--- src/rtl/parse_uart.sv ---
`default_nettype none
// ============================================================================
// Module   : parse_uart
// Purpose  : Deserialises the UART receive byte stream into one option-pricing
//            record of seven big-endian 32-bit fields and presents the complete
//            record with a one-cycle data_out_rdy strobe.
// Revision : 1.0  initial release
// ----------------------------------------------------------------------------
// Ports
//   clk           in   1   system clock, all logic on posedge
//   rst           in   1   synchronous, active-low reset
//   data_in       in   8   received UART byte
//   data_rdy      in   1   data_in valid this cycle (one byte per high cycle)
//   option_id     out  32  field 0 of last complete record
//   sptprice      out  32  field 1, spot price
//   strike        out  32  field 2, strike price
//   rate          out  32  field 3, risk-free rate
//   volatility    out  32  field 4
//   otime         out  32  field 5, time to expiry
//   otype         out  32  field 6, option type
//   data_out_rdy  out  1   one-cycle strobe, new record on the field outputs
// ============================================================================
module parse_uart #(
  parameter int NUM_FIELDS = 7,
  parameter int FIELD_W    = 32
) (
  input  logic               clk,
  input  logic               rst,
  input  logic [7:0]         data_in,
  input  logic               data_rdy,
  output logic [FIELD_W-1:0] option_id,
  output logic [FIELD_W-1:0] sptprice,
  output logic [FIELD_W-1:0] strike,
  output logic [FIELD_W-1:0] rate,
  output logic [FIELD_W-1:0] volatility,
  output logic [FIELD_W-1:0] otime,
  output logic [FIELD_W-1:0] otype,
  output logic               data_out_rdy
);

  localparam int REC_W         = NUM_FIELDS * FIELD_W;
  localparam int BYTES_PER_REC = REC_W / 8;
  localparam int CNT_W         = 5;
  localparam logic [CNT_W-1:0] LAST_IDX = CNT_W'(BYTES_PER_REC - 1);

  logic [CNT_W-1:0]   byte_cnt;
  logic [REC_W-1:0]   staging;
  logic [REC_W-1:0]   staging_next;
  logic               last_byte;
  logic [FIELD_W-1:0] rec_q [NUM_FIELDS];

  // Bytes shift in at the LSB end, so after a full record byte 0 sits in the
  // top octet: this is exactly big-endian, fields in port order.
  assign staging_next = {staging[REC_W-9:0], data_in};
  assign last_byte    = (byte_cnt == LAST_IDX);

  always_ff @(posedge clk) begin
    if (!rst) begin
      byte_cnt     <= '0;
      staging      <= '0;
      data_out_rdy <= 1'b0;
      for (int i = 0; i < NUM_FIELDS; i++) begin
        rec_q[i] <= '0;
      end
    end else begin
      data_out_rdy <= 1'b0;
      if (data_rdy) begin
        staging <= staging_next;
        if (last_byte) begin
          // Load from the shifted value so the final byte is included in the
          // same edge that completes the record.
          byte_cnt     <= '0;
          data_out_rdy <= 1'b1;
          for (int i = 0; i < NUM_FIELDS; i++) begin
            rec_q[i] <= staging_next[REC_W-1-i*FIELD_W -: FIELD_W];
          end
        end else begin
          byte_cnt <= byte_cnt + CNT_W'(1);
        end
      end
    end
  end

  assign option_id  = rec_q[0];
  assign sptprice   = rec_q[1];
  assign strike     = rec_q[2];
  assign rate       = rec_q[3];
  assign volatility = rec_q[4];
  assign otime      = rec_q[5];
  assign otype      = rec_q[6];

endmodule
`default_nettype wire

--- config.mk ---
export PLATFORM = sky130hd
export DESIGN_NAME = parse_uart
export DESIGN_NICKNAME = d
export VERILOG_FILES = /design/src/rtl/parse_uart.sv
export SDC_FILE = /design/constraint.sdc
export NUM_CORES = 1
export LEC_CHECK = 0
export ABC_AREA = 1
export CAP_MARGIN = 20
export CORE_MARGIN = 2
export CORE_UTILIZATION = 35
export CTS_BUF_LIST = sky130_fd_sc_hd__clkbuf_8
export CTS_CLUSTER_SIZE = 25
export DETAILED_ROUTE_END_ITERATION = 12
export DONT_BUFFER_PORTS = 1
export PLACE_DENSITY = 0.58
export SLEW_MARGIN = 20
export SYNTH_ARGS = -nofsm -noshare
export SYNTH_HDL_FRONTEND = slang
export SYNTH_SLANG_ARGS = --single-unit
--- constraint.sdc ---
create_clock -name clk -period 6.9 [get_ports clk]
set_input_delay 0.345 -clock clk [delete_from_list [all_inputs] [get_ports clk]]
set_output_delay 0.345 -clock clk [all_outputs]
set_load 0.05 [all_outputs]
==> results of run 1 <==
==> metal layers <==
metal	up-vias	wire (um)	track usage
met5	-	0	0
met4	0	903	0.0637
met3	71	2330	0.0444
met2	266	15700	0.223
met1	4526	15000	0.188
li1	4786	-	-
==> sequential cells by signal, indices dropped and copies added, names as in the netlist <==
| name | count |
|---|---|
| byte_cnt | 5 |
| data_out_rdy | 1 |
| rec_q | 224 |
| staging | 216 |
==> power by group <==
part           switching [mW]  internal, mW
registers               0.251          2.92
logic                   0.170        0.0675
clock network            1.06          1.30
==> how the worst max path moves through the flow <==
stage,slack [ns],cells past startpoint,endpoint,from
floorplan,0.64,3,rec_q[0][0],rst
global placement,4.23,6,rec_q[3][18],byte_cnt[0]
detailed placement,4.14,6,rec_q[3][20],byte_cnt[0]
CTS,4.12,6,rec_q[3][27],byte_cnt[0]
global route,3.97,6,rec_q[3][21],byte_cnt[0]
finish,4.14,6,rec_q[3][23],byte_cnt[0]
==> stage by stage <==
step                      cell area [um^2]  hold WS, ns  std cells
final                                17700        0.181       2112
after global routing                 17700        0.176       2111
after CTS                            17700        0.123       2110
after detailed placement             16000        0.453       1955
after global placement               16000        0.450       1955
after floorplan                      15600        0.437       1453
==> cell type report <==
class                   count  area share
well taps                 592      0.0418
repair buffers             19      0.0140
clock buffers              86      0.0668
diodes                      1    0.000141
flip-flops and latches    446       0.631
clock inverters            54      0.0193
multi-input cells         660       0.173
inverters                 254      0.0538
==> cell usage in the layout, fill, tap and decap left out, drive strengths merged <==
| master | netlist | final |
|---|---|---|
| inv | 254 | 288 |
| edfxtp | 224 | 224 |
| dfxtp | 222 | 222 |
| nor2 | 201 | 201 |
| o21ai | 195 | 195 |
| a21oi | 192 | 192 |
| clkbuf | 56 | 86 |
| nand2 | 44 | 44 |
| o22ai | 24 | 24 |
| dlygate4sd3 | 0 | 13 |
| clkinv | 0 | 13 |
| buf | 37 | 6 |
| bufinv | 0 | 4 |
| clkinvlp | 0 | 3 |
| diode | 0 | 1 |
| nand3 | 1 | 1 |
| xor2 | 1 | 1 |
| xnor2 | 1 | 1 |
| ha | 1 | 1 |
==> critical path: stages (launching register included) <==
cell	delay [ns]
dfxtp_1	0.37
ha_1	0.19
nand2_2	0.09
nor2_2	0.16
nand2_1	0.11
nand2_4	0.51
buf_12	0.73
==> what timing repair did <==
item	4_1_cts	5_1_grt
endpoints found under the hold margin	251	0
buffers inserted	0	0
hold buffers	15	0
==> logic make-up (layout without fill, tap and decap cells) <==
family          count (synthesis)  after routing
flops                         446            446
compound gates                411            411
buf+inv                       347            413
simple gates                  246            246
other cells                     0              1
fa+ha+maj                       1              1
xor+xnor                        2              2
==> results_dict.tcl, run 1 <==
set metrics [dict create \
    status "complete, no violations" \
    min_path_type "in -> reg" \
    cts_tree "done" \
    grt_usage 0.145 \
    clock_latency_ns 0.63 \
    setup_viol 0 \
    required_ns 7.13 \
    cts.sinks 446 \
    wl_mm 34.0 \
    critPathLaunchType "flip-flop" \
    clock_path_buffers 3 \
    synth_compound_area_frac 0.134 \
    grt_pass1_wl_mm 52.8 \
    min_delay_worst_endpoint "staging[36]" \
    synthTopCellsByArea "edfxtp_1 43%, dfxtp_1 28%, o21ai_0 6.2%" \
    overflow 0 \
    grt_pass1_vias 9329 \
    max_freq_mhz 362 \
    place_ws_ns 4.14 \
    portBuffers 0 \
    rows 77 \
    synth.cells.most_frequent "254 x inv_1, 224 x edfxtp_1, 222 x dfxtp_1" \
    synth_top_cell_by_area "edfxtp_1" \
    r2r_end "rec_q[3][23]" \
    drt.antenna.violating_nets 0 \
    holdPathStages 2 \
    avgRoutedWirePerCell_um 16.1 \
    syn_area_mm2 0.0156 \
    dieArea_mm2 0.0464 \
    cap_violations 0 \
    ir_drop_mv 0.153 \
    reg2regPathDepth 6 \
    rsz0062_at_grt "no" \
    drive_gt1_frac 0.0744 \
    tightest_slew_ns 1.05 \
    drv_slew 0 \
    min_from "data_rdy" \
    die_x_um 215 \
    core_area_mm2 0.0441 \
    end_kind "flip-flop" \
    syn-instance-count 1453 \
    synthDistinctLibCells 19 \
    area_delta_synth_final_pct 13.3 \
    fin_crit_sh 0.400 \
    clk_pin_slew_ns 0.06 \
    ff_latch_area_mm2 0.0112 \
    ctsResizeCount 0 \
    synth_fa_ha_area_frac 0.000801 \
    timing.rr.start "byte_cnt[0]" \
    regToRegSetupSlack_ns 4.14 \
    yosysTopAreaCellShare 0.430 \
    synth_nets 1465 \
    synth-main-ff-cell "edfxtp_1" \
    ios 236 \
    drc 0 \
    vias 9649 \
    slew_headroom 0.301 \
    postLayoutCoreUtil 0.401 \
    synthArstFlopShare 0 \
    synth_top_family_by_area "compound AO/OA/AOI/OAI gates" \
    multi_input_area_mm2 0.00307 \
    die_h_um 215 \
    routabilityCongestion 0.768 \
    initial_utilization 0.354 \
    vias_per_cell 4.57 \
    leakage_nw 6.86 \
    power_density_mw_per_mm2 325 \
    htreeDepth 3 \
    syn_area_per_cell_um2 10.8 \
    synth_warnings 0 \
    worst_slack_ns 4.14 \
    antenna_found_initial 0 \
    synth_edf_count 224 \
    timing.setup.tns_ns 0 \
    fin_crit_ns 2.76 \
    hpwl_mm 18.6 \
    synth_xor_area_frac 0.00112 \
    cp.arrival_ns 3.00 \
    power.total_mw 5.76 \
    grt_max_degree 372 \
    drt_iter0_drc 647 \
    synth-simple-area-share 0.0598 \
    cts_made_buffers 76 \
    fillers 4327 \
    cts_root_buffer "clkbuf_8" \
    layout.nets 1469 \
    ys_seq_area_frac 0.715 \
    hold_viol_final 0 \
    yosysMostFrequentCell "inv_1" \
    synthMuxAreaShare 0 \
    skew_ns 0.0251 \
    ys_seq_elements 446 \
    crit_fanout 182 \
    path_class "reg -> reg" \
    dr.pass1.iters 5 \
]
Power figures use the tool's default switching activity.
==> run 2: changes to the inputs <==
- ABC_AREA: 1 -> 0
- PLACE_DENSITY: 0.58 -> 0.6
- clock period: 6.9 -> 2.3 ns (I/O delays scaled with it)
==> run 2 against run 1 <==
Compared with the run above: synthesized area increased by 2.6%; worst hold slack better by 0.053 ns; sequential cell count stayed put; sequential share of layout area fell by 7.1 points; routed wire length up 2.2%; cell count decreased by 3.1%; non-clock buffer count is 165 higher; largest cell class unchanged.
==> results_dict.tcl, run 2 <==
set metrics [dict create \
    status "complete, no violations" \
    crit_fanout 162 \
    max_freq_mhz 496 \
    synth_nets 1206 \
    initial_utilization 0.354 \
    htreeDepth 3 \
    hold_viol_final 0 \
    synth-main-ff-cell "edfxtp_1" \
    skew_ns 0.0191 \
    route.top_layer_used "met4" \
    largest_reg_flops 224 \
    ctsResizeCount 0 \
    dr.pass1.iters 6 \
    portBuffers 0 \
    wl_mm 34.7 \
    min_path_type "in -> reg" \
    largestRegisters "rec_q: 224 flops, staging: 216 flops, byte_cnt: 5 flops" \
    clock_path_buffers 3 \
    layout.nets 1396 \
    crit_path_max_incr_delay_ns 0.67 \
    required_ns 2.56 \
    regMostFlops "rec_q" \
    die_x_um 218 \
    ios 236 \
    cts_root_buffer "clkbuf_8" \
    area_delta_synth_final_pct 24.4 \
    dieArea_mm2 0.0475 \
    syn-instance-count 1194 \
    crit_path_cell_trace "dlygate4sd3_1 > buf_16 > nand3_4 > o21ai_4 > buf_12" \
    holdPathStages 3 \
    postCtsSetupBuffers 0 \
    clock_latency_ns 0.64 \
    cap_violations 0 \
    ir_drop_mv 0.513 \
    tightest_slew_ns 0.916 \
    core_area_mm2 0.0453 \
    reg2regPathDepth 4 \
    fin_crit_sh 0.876 \
    antenna-diode-count 0 \
    rsz0062_at_grt "no" \
    setup_viol 0 \
    syn_area_per_cell_um2 13.4 \
    rows 78 \
    ctsHoldBuffers 175 \
    syn_area_mm2 0.0160 \
    power_density_mw_per_mm2 845 \
    fin_crit_ns 2.01 \
    placed_area_mm2 0.0166 \
    cp.arrival_ns 2.28 \
    drv_slew 0 \
    drt.antenna.violating_nets 0 \
    avgRoutedWirePerCell_um 17.0 \
    cts_made_buffers 77 \
    drt_iter0_drc 425 \
    whs_ns 0.234 \
    met3_length_mm 3.12 \
    mostFrequentLayoutCells "224 x and2_1, 224 x edfxtp_1, 220 x nor2_1, 220 x dfxtp_1, 217 x mux2i_1" \
    synth_warnings 0 \
    die_h_um 218 \
    end_kind "flip-flop" \
    ys_seq_area_frac 0.697 \
    antenna_found_initial 0 \
    grt_pass1_wl_mm 54.6 \
    yosysTopAreaCellShare 0.419 \
    ys_seq_elements 446 \
    fin_cells 2046 \
    grt_usage 0.147 \
    synth.cells.most_frequent "224 x and2_1, 224 x edfxtp_1, 222 x dfxtp_1" \
    critPathLaunchType "input port" \
    overflow 0 \
    hpwl_mm 18.5 \
    postLayoutCoreUtil 0.440 \
    clk_pin_slew_ns 0.06 \
    leakage_nw 7.50 \
    dp.cells 1730 \
    routabilityCongestion 0.714 \
    grt_pass1_vias 9588 \
    place_ws_ns 0.540 \
    path_class "in -> reg" \
    routed-wl-met2_mm 16.0 \
    cts_tree "done" \
    vias_per_cell 4.57 \
    critPathSlowestCell "dlygate4sd3_1" \
    stdcell_area_mm2 0.0199 \
    drive_gt1_frac 0.0858 \
    vias 9352 \
    synthDistinctLibCells 23 \
    slew_headroom 0.389 \
    worst_slack_ns 0.285 \
    synthTopCellsByArea "edfxtp_1 42%, dfxtp_1 28%, mux2i_1 14%" \
    grt_max_degree 163 \
    synth_edf_count 224 \
    synthArstFlopShare 0 \
    drc 0 \
    cts.sinks 446 \
    drt-met1-wl_mm 14.9 \
    synth_top_cell_by_area "edfxtp_1" \
]
## run 2: layer usage
metal / track usage / up-vias
met5: 0 / -
met4: 0.0578 / 0
met3: 0.0640 / 45
met2: 0.230 / 252
met1: 0.179 / 4609
li1: - / 4446
## run 2: power by group
part | switching, mW | total (mW) | internal [mW]
Clock | 3.19 | 7.10 | 3.90
Combinational | 0.221 | 0.399 | 0.177
Sequential | 0.793 | 9.35 | 8.56
Total | 4.21 | 16.8 | 12.6
## run 2: area by class of cell
| type | instances | area [um^2] |
|---|---|---|
| Clock inverter | 51 | 300 |
| Sequential cell | 446 | 11200 |
| Multi-Input combinational cell | 674 | 4530 |
| Inverter | 1 | 11.3 |
| Tap cell | 600 | 751 |
| Timing Repair Buffer | 184 | 1930 |
| Fill cell | 4200 | 25300 |
| Clock buffer | 90 | 1240 |
## run 2: path summary, 6_finish.rpt
kind	start	endpoint	slack [ns]
worst min-delay path	data_rdy	staging[210]	0.23
worst min register to register	byte_cnt[4]	byte_cnt[4]	0.49
worst max register to register	byte_cnt[0]	rec_q[0][9]	0.47
worst max-delay path	data_rdy	rec_q[0][9]	0.29
## run 2: stage by stage
step	TNS [ns]	power [mW]
6_report	0	16.8
5_1_grt	0	17.5
4_1_cts	0	17.1
3_5_place_dp	0	9.81
3_3_place_gp	0	9.80
2_1_floorplan	-541.33	9.79
## run 2: worst max-delay path: cells and delay by family
family                 cells  cell delay [ns]
AOI/OAI and AO/OA          1             0.22
and+or+nand+nor            1             0.17
buffers and inverters      3             1.46
## run 2: kinds of logic after synthesis
kind of cell,count (synthesis),synth area share
simple gates,451,0.142
mux,217,0.135
fa+ha+maj,1,0.000780
xor+xnor,3,0.00164
compound gates,2,0.000624
flops,446,0.697
buf+inv,74,0.0225
